[config.mk]
export PLATFORM = sky130hd
export DESIGN_NAME = isi_channel_fir_param_flat
export DESIGN_NICKNAME = d
export VERILOG_FILES = /design/src/rtl/isi_channel_fir_param_if.sv /design/src/rtl/isi_channel_fir_param.sv /design/src/flat_wrapper.sv
export SDC_FILE = /design/constraint.sdc
export NUM_CORES = 1
export LEC_CHECK = 0
export ABC_AREA = 1
export ABC_CLOCK_PERIOD_IN_PS = 9600
export BUFFER_PORTS_ARGS = -buffer_cell sky130_fd_sc_hd__buf_2
export CORE_MARGIN = 2
export CORE_UTILIZATION = 55
export CTS_CLUSTER_SIZE = 12
export DETAILED_ROUTE_END_ITERATION = 12
export GPL_ROUTABILITY_DRIVEN = 0
export PLACE_DENSITY = 0.71
export SYNTH_ARGS = -nofsm -noshare
export SYNTH_HDL_FRONTEND = slang
export SYNTH_SLANG_ARGS = --single-unit
export TNS_END_PERCENT = 20
[constraint.sdc]
create_clock -name clk -period 9.6 [get_ports clk]
set_clock_uncertainty 0.1 [all_clocks]
set_input_delay 1.92 -clock clk [delete_from_list [all_inputs] [get_ports clk]]
set_output_delay 1.92 -clock clk [all_outputs]
set_load 0.005 [all_outputs]
[src/rtl/isi_channel_fir_param_if.sv]
// Symbol stream, coefficient write port and control levels of the ISI channel model.
interface isi_channel_fir_param_if #(
   parameter int PULSE_RESPONSE_LENGTH = 3,
   parameter int SIGNAL_RESOLUTION     = 8,
   parameter int COEF_WIDTH            = 8
);
   localparam int ADDR_W = (PULSE_RESPONSE_LENGTH > 1) ? $clog2(PULSE_RESPONSE_LENGTH) : 1;

   // Streams are valid-only: no ready exists, so a symbol is consumed on every
   // cycle its valid is high and an output is presented for exactly one cycle.
   logic signed [SIGNAL_RESOLUTION-1:0] signal_in;
   logic                                signal_in_valid;
   logic signed [SIGNAL_RESOLUTION-1:0] signal_out;
   logic                                signal_out_valid;
   logic                                coef_wr_en;
   logic        [ADDR_W-1:0]            coef_wr_addr;
   logic signed [COEF_WIDTH-1:0]        coef_wr_data;
   logic                                hist_clr;
   logic                                bypass;

   modport master (
      output signal_in, signal_in_valid, coef_wr_en, coef_wr_addr, coef_wr_data,
             hist_clr, bypass,
      input  signal_out, signal_out_valid
   );

   modport slave (
      input  signal_in, signal_in_valid, coef_wr_en, coef_wr_addr, coef_wr_data,
             hist_clr, bypass,
      output signal_out, signal_out_valid
   );
endinterface

[src/rtl/isi_channel_fir_param.sv]
// ISI channel model: symbol-indexed FIR with programmable pulse response,
// floor scaling by COEF_FRAC and saturation, two-cycle latency.
module isi_channel_fir_param #(
   parameter int PULSE_RESPONSE_LENGTH = 3,
   parameter int SIGNAL_RESOLUTION     = 8,
   parameter int COEF_WIDTH            = 8,
   parameter int COEF_FRAC             = 6
) (
   input logic                   clk,
   input logic                   rstn,
   isi_channel_fir_param_if.slave bus
);
   localparam int L  = PULSE_RESPONSE_LENGTH;
   localparam int RES = SIGNAL_RESOLUTION;
   localparam int CW = COEF_WIDTH;
   localparam int PW = RES + CW;
   localparam int SW = RES + CW + $clog2(L) + 1;

   localparam logic signed [SW-1:0] SAT_MAX  = SW'((1 << (RES - 1)) - 1);
   localparam logic signed [SW-1:0] SAT_MIN  = ~SAT_MAX;
   localparam logic signed [CW-1:0] COEF_ONE = CW'(1 << COEF_FRAC);

   logic signed [RES-1:0] hist      [L];
   logic signed [RES-1:0] hist_next [L];
   logic signed [CW-1:0]  coef      [L];
   logic signed [PW-1:0]  prod      [L];
   logic signed [RES-1:0] byp_val;
   logic                  byp_sel;
   logic                  s1_valid;
   logic signed [SW-1:0]  sum;
   logic signed [SW-1:0]  shifted;
   logic signed [RES-1:0] sat;
   logic signed [RES-1:0] out_q;
   logic                  out_valid_q;

   // History view including the incoming symbol; it also feeds the multipliers.
   always_comb begin
      for (int k = 0; k < L; k++) begin
         hist_next[k] = bus.hist_clr ? '0 : hist[k];
      end
      if (bus.signal_in_valid) begin
         hist_next[0] = bus.signal_in;
         for (int k = 1; k < L; k++) begin
            hist_next[k] = bus.hist_clr ? '0 : hist[k-1];
         end
      end
   end

   always_ff @(posedge clk or negedge rstn) begin
      if (!rstn) begin
         for (int k = 0; k < L; k++) hist[k] <= '0;
      end else begin
         for (int k = 0; k < L; k++) hist[k] <= hist_next[k];
      end
   end

   always_ff @(posedge clk or negedge rstn) begin
      if (!rstn) begin
         for (int k = 0; k < L; k++) coef[k] <= (k == 0) ? COEF_ONE : '0;
      end else if (bus.coef_wr_en && (int'(bus.coef_wr_addr) < L)) begin
         coef[bus.coef_wr_addr] <= bus.coef_wr_data;
      end
   end

   always_ff @(posedge clk or negedge rstn) begin
      if (!rstn) begin
         for (int k = 0; k < L; k++) prod[k] <= '0;
         byp_val  <= '0;
         byp_sel  <= 1'b0;
         s1_valid <= 1'b0;
      end else begin
         s1_valid <= bus.signal_in_valid;
         if (bus.signal_in_valid) begin
            for (int k = 0; k < L; k++) prod[k] <= PW'(hist_next[k]) * PW'(coef[k]);
            byp_val <= bus.signal_in;
            byp_sel <= bus.bypass;
         end
      end
   end

   // Arithmetic shift floors toward minus infinity; no rounding term is added.
   always_comb begin
      sum = '0;
      for (int k = 0; k < L; k++) sum = sum + SW'(prod[k]);
      shifted = sum >>> COEF_FRAC;
      if (shifted > SAT_MAX)      sat = SAT_MAX[RES-1:0];
      else if (shifted < SAT_MIN) sat = SAT_MIN[RES-1:0];
      else                        sat = shifted[RES-1:0];
   end

   always_ff @(posedge clk or negedge rstn) begin
      if (!rstn) begin
         out_q       <= '0;
         out_valid_q <= 1'b0;
      end else begin
         out_valid_q <= s1_valid;
         if (s1_valid) out_q <= byp_sel ? byp_val : sat;
      end
   end

   assign bus.signal_out       = out_q;
   assign bus.signal_out_valid = out_valid_q;
endmodule

[src/flat_wrapper.sv]
// flat-port wrapper written by rule: the top's interface ports become plain ports
module isi_channel_fir_param_flat 
#(
   parameter int PULSE_RESPONSE_LENGTH = 3,
   parameter int SIGNAL_RESOLUTION     = 8,
   parameter int COEF_WIDTH            = 8,
   parameter int COEF_FRAC             = 6
)
  (clk, rstn, bus_signal_in, bus_signal_in_valid, bus_coef_wr_en, bus_coef_wr_addr, bus_coef_wr_data, bus_hist_clr, bus_bypass, bus_signal_out, bus_signal_out_valid);
  isi_channel_fir_param_if #(.PULSE_RESPONSE_LENGTH(PULSE_RESPONSE_LENGTH), .SIGNAL_RESOLUTION(SIGNAL_RESOLUTION), .COEF_WIDTH(COEF_WIDTH)) bus_i ();
  input logic clk;
  input logic rstn;
  input wire logic [$bits(bus_i.signal_in)-1:0] bus_signal_in;
  input wire logic [$bits(bus_i.signal_in_valid)-1:0] bus_signal_in_valid;
  input wire logic [$bits(bus_i.coef_wr_en)-1:0] bus_coef_wr_en;
  input wire logic [$bits(bus_i.coef_wr_addr)-1:0] bus_coef_wr_addr;
  input wire logic [$bits(bus_i.coef_wr_data)-1:0] bus_coef_wr_data;
  input wire logic [$bits(bus_i.hist_clr)-1:0] bus_hist_clr;
  input wire logic [$bits(bus_i.bypass)-1:0] bus_bypass;
  output wire logic [$bits(bus_i.signal_out)-1:0] bus_signal_out;
  output wire logic [$bits(bus_i.signal_out_valid)-1:0] bus_signal_out_valid;
  assign bus_i.signal_in = bus_signal_in;
  assign bus_i.signal_in_valid = bus_signal_in_valid;
  assign bus_i.coef_wr_en = bus_coef_wr_en;
  assign bus_i.coef_wr_addr = bus_coef_wr_addr;
  assign bus_i.coef_wr_data = bus_coef_wr_data;
  assign bus_i.hist_clr = bus_hist_clr;
  assign bus_i.bypass = bus_bypass;
  assign bus_signal_out = bus_i.signal_out;
  assign bus_signal_out_valid = bus_i.signal_out_valid;
  isi_channel_fir_param #(.PULSE_RESPONSE_LENGTH(PULSE_RESPONSE_LENGTH), .SIGNAL_RESOLUTION(SIGNAL_RESOLUTION), .COEF_WIDTH(COEF_WIDTH), .COEF_FRAC(COEF_FRAC)) u_core (.clk(clk), .rstn(rstn), .bus(bus_i));
endmodule
==> summary.md <==
| Metric | Value |
|---|---|
| Status | `completed` |
| Nets | `1,898` |
| VDD IR-drop max | `0.0002074 V` |
| Ratio of final minimum period to clock period | `0.7594` |
| Clock Root Buffer | `clkbuf_16` |
| Fin util | `0.6113` |
| Clock Latency Late Sink | `roughly 420 ps` |
| DRC viols | `0` |
| CTS tree | `built` |
| First-pass GRT wire length | `a little over 50,000 um` |
| # diodes | `0` |
| Die Width | `156.6 um` |
| Crit start category | `primary input` |
| Vias in the first global route | `10,330` |
| Setup slack after layout | `approximately 2300 ps` |
| Layout cells sized above 1 | `0.05299` |
| Syn_nets | `1,864` |
| Worst Hold Class | `reg2reg` |
| Clock slew at reported path FFs | `60 ps` |
| Setup TNS | `0 ps` |
| Ys Warns | `0` |
| Pwr dens | `291.2 nW/um^2` |
| Post-synthesis average cell area | `approximately 8.2 sq um` |
| Seq cells post-synth | `115` |
| Max frequency | `137.2 MHz` |
| WL/cell | `~16 um` |
| Routed Wire Length | `30,390 um` |
| RSZ-0062 raised after global routing | `no` |
| Initial drt markers | `674` |
| Most used cell, CP | `inv_1` |
| Post-DP HPWL | `24,950 um` |
| Number of routed nets with antenna violations | `0` |
| Placed instance area | `13,310 sq um` |
| Largest net degree at the start of global routing | `63` |
| Sequential share of the synthesized area | `0.2248` |
| Mapped cell area | `12,810 sq um` |
| Sink Count | `115` |
| Tmin final | `around 7300 ps` |
| Initial antenna violation count | `0` |
| MaxCap Viol Count | `0` |
| Slew headroom | `0.4088` |
| Critical-path top delay cell | `fa_1` |
| Syn-to-layout area delta | `8.713%` |
| Drt pass-1 iters | `6` |
| H-tree depth | `4` |
| TritonCTS buffer count | `17` |
| Crit. End Element | `register` |
| CP max FO | `55` |
| Unique masters post-synth | `38` |
| Final Setup Violations | `0` |
| CP arrival | `7540 ps` |
| Port bufs | `32` |
| Critical path class | `in2reg` |
| Syn Inst Count | `approximately 1,600` |
| Vias post-DR | `9,957` |
| Final hold vios | `0` |
| CP Cell Sequence | `buf_2, nand2_1, o21ai_0, inv_1, nor2_1, inv_1, fa_1, inv_1, fa_1, inv_1, fa_1, fa_1, inv_1, ha_1, nand2_1, a21oi_1, a211oi_1, nand2_1, a31oi_1, a21oi_1, nand3b_1, nand2_1` |
| Boundary pin count | `33` |
| Leakage power | `7.361 nW` |
| Final Max Tran Viols | `0` |
| Die span in y | `156.6 um` |
| Grt total ovfl | `0` |
| Global-route usage over all layers | `0.2700` |
| Max incr delay on CP | `730 ps` |
| CP required | `9850 ps` |
| Cts-stage hold buffer count | `0` |
| Initial core utilization | `0.5623` |
| Core area | `22,780 sq um` |
| Worst Tran Pin Value | `886.8 ps` |
| Design Area, Final | `13,920 sq um` |
| # Post-CTS Setup Buffers | `0` |
| Routed vias/inst | `5.194` |
| Post-CTS sizing | `0` |
| Core Rows | `55` |
| DP Worst Slack | `between 2000 and 2500 ps` |
| Die Area | `24,530 sq um` |
| Clock Path Buffers | `2` |
-- path summary, 6_finish.rpt --
| path | slack [ps] | depth (start not counted) | end | start |
|---|---|---|---|---|
| worst min register to register | 310 | 0 | u_core.bus.signal_out_valid | u_core.s1_valid |
| worst max register to register | 4310 | 21 | u_core.prod[47] | u_core.hist[23] |
| max in group asynchronous | 6680 | 2 | u_core.coef[14] | rstn |
| worst max-delay path | 2310 | 22 | u_core.prod[47] | bus_signal_in_valid |
| min in group asynchronous | 1440 | 1 | u_core.prod[4] | rstn |
| worst min-delay path | 310 | 0 | u_core.bus.signal_out_valid | u_core.s1_valid |
-- Yosys cell counts, drive strengths merged --
| cell type | instances | share of area |
|---|---|---|
| inv | 385 | 0.11 |
| nand2 | 284 | 0.085 |
| fa | 181 | 0.28 |
| nor2 | 180 | 0.053 |
| dfrtp | 114 | 0.22 |
| o21ai | 103 | 0.041 |
| ha | 102 | 0.10 |
| a21oi | 68 | 0.028 |
| nand3 | 27 | 0.011 |
| xnor2 | 23 | 0.016 |
| xor2 | 21 | 0.014 |
| clkbuf | 15 | 0.0044 |
| a31oi | 10 | 0.0049 |
| buf | 6 | 0.0021 |
| o21bai | 6 | 0.0035 |
| nor3 | 5 | 0.0023 |
| o31ai | 5 | 0.0029 |
| a21o | 4 | 0.0023 |
| or2 | 4 | 0.0020 |
| o2111ai | 3 | 0.0021 |
| and3 | 2 | 0.00098 |
| nand3b | 2 | 0.0012 |
| a211oi | 1 | 0.00059 |
| a22o | 1 | 0.00068 |
| clkinv | 1 | 0.00029 |
| dfstp | 1 | 0.0021 |
| nand4 | 1 | 0.00049 |
| nor4 | 1 | 0.00049 |
| o21a | 1 | 0.00059 |
-- area by class of cell --
class,count,area [sq um]
Sequential cell,115,2879
Multi-Input combinational cell,1035,8397
Clock buffer,24,491.7
Tap cell,313,391.6
Timing Repair Buffer,36,192.7
Fill cell,2023,8853
Inverter,386,1449
Clock inverter,8,123.9
-- cells by family (layout without fill, tap and decap cells) --
kind of cell    after synthesis  after routing  synth area share
fa+ha+maj                   283            283            0.3825
xor+xnor                     44             44           0.03009
simple gates                506            506            0.1565
buf+inv                     407            454            0.1197
flops                       115            115            0.2248
compound gates              202            202           0.08645
-- cells in the final DEF (no fill, tap or decap), drive strengths merged, types with 2 or more instances in the layout --
cell,n
inv,385
nand2,284
fa,181
nor2,180
dfrtp,114
o21ai,103
ha,102
a21oi,68
buf,36
nand3,27
clkbuf,24
xnor2,23
xor2,21
a31oi,10
o21bai,6
o31ai,5
nor3,5
or2,4
a21o,4
clkinv,4
o2111ai,3
bufinv,3
and3,2
nand3b,2
clkinvlp,2
-- critical path: cells and delay by family --
family,cells,cell delay (ps)
fa+ha+maj,5,2560
simple gates,6,970
compound gates,5,850
buf+inv,6,1200
-- where the power goes --
part | switching, mW | leakage, nW | total, mW | internal, mW
registers | 0.106 | 1.44 | 0.718 | 0.612
logic | 1.67 | 5.62 | 2.68 | 1.01
clock network | 0.223 | 0.296 | 0.657 | 0.435
-- routing by layer --
| layer | track usage | routed length [um] |
|---|---|---|
| met1 | 0.3667 | 13400 |
| met3 | 0.04625 | 1770 |
| met4 | 0.09480 | 945 |
| met5 | 0 | 0 |
| met2 | 0.4412 | 14270 |
-- through the flow --
stage / power (mW) / cells / hold WS, ps
final: 4.054 / 1917 / 310.3
after floorplan: 2.764 / 1557 / 274.4
after CTS: 4.057 / 1917 / 317.0
after detailed placement: 3.376 / 1885 / 304.2
after global placement: 3.312 / 1885 / 308.9
after global routing: 4.494 / 1917 / 329.3
-- sequential cells by signal, summed over array words and instances, names as in the netlist --
| name | cells |
|---|---|
| u_core.bus.signal_out_valid | 1 |
| u_core.byp_sel | 1 |
| u_core.hist | 24 |
| u_core.bus.signal_out | 8 |
| u_core.byp_val | 8 |
| u_core.coef | 24 |
| u_core.prod | 48 |
| u_core.s1_valid | 1 |
No activity file was read; power rests on OpenSTA's default activity.
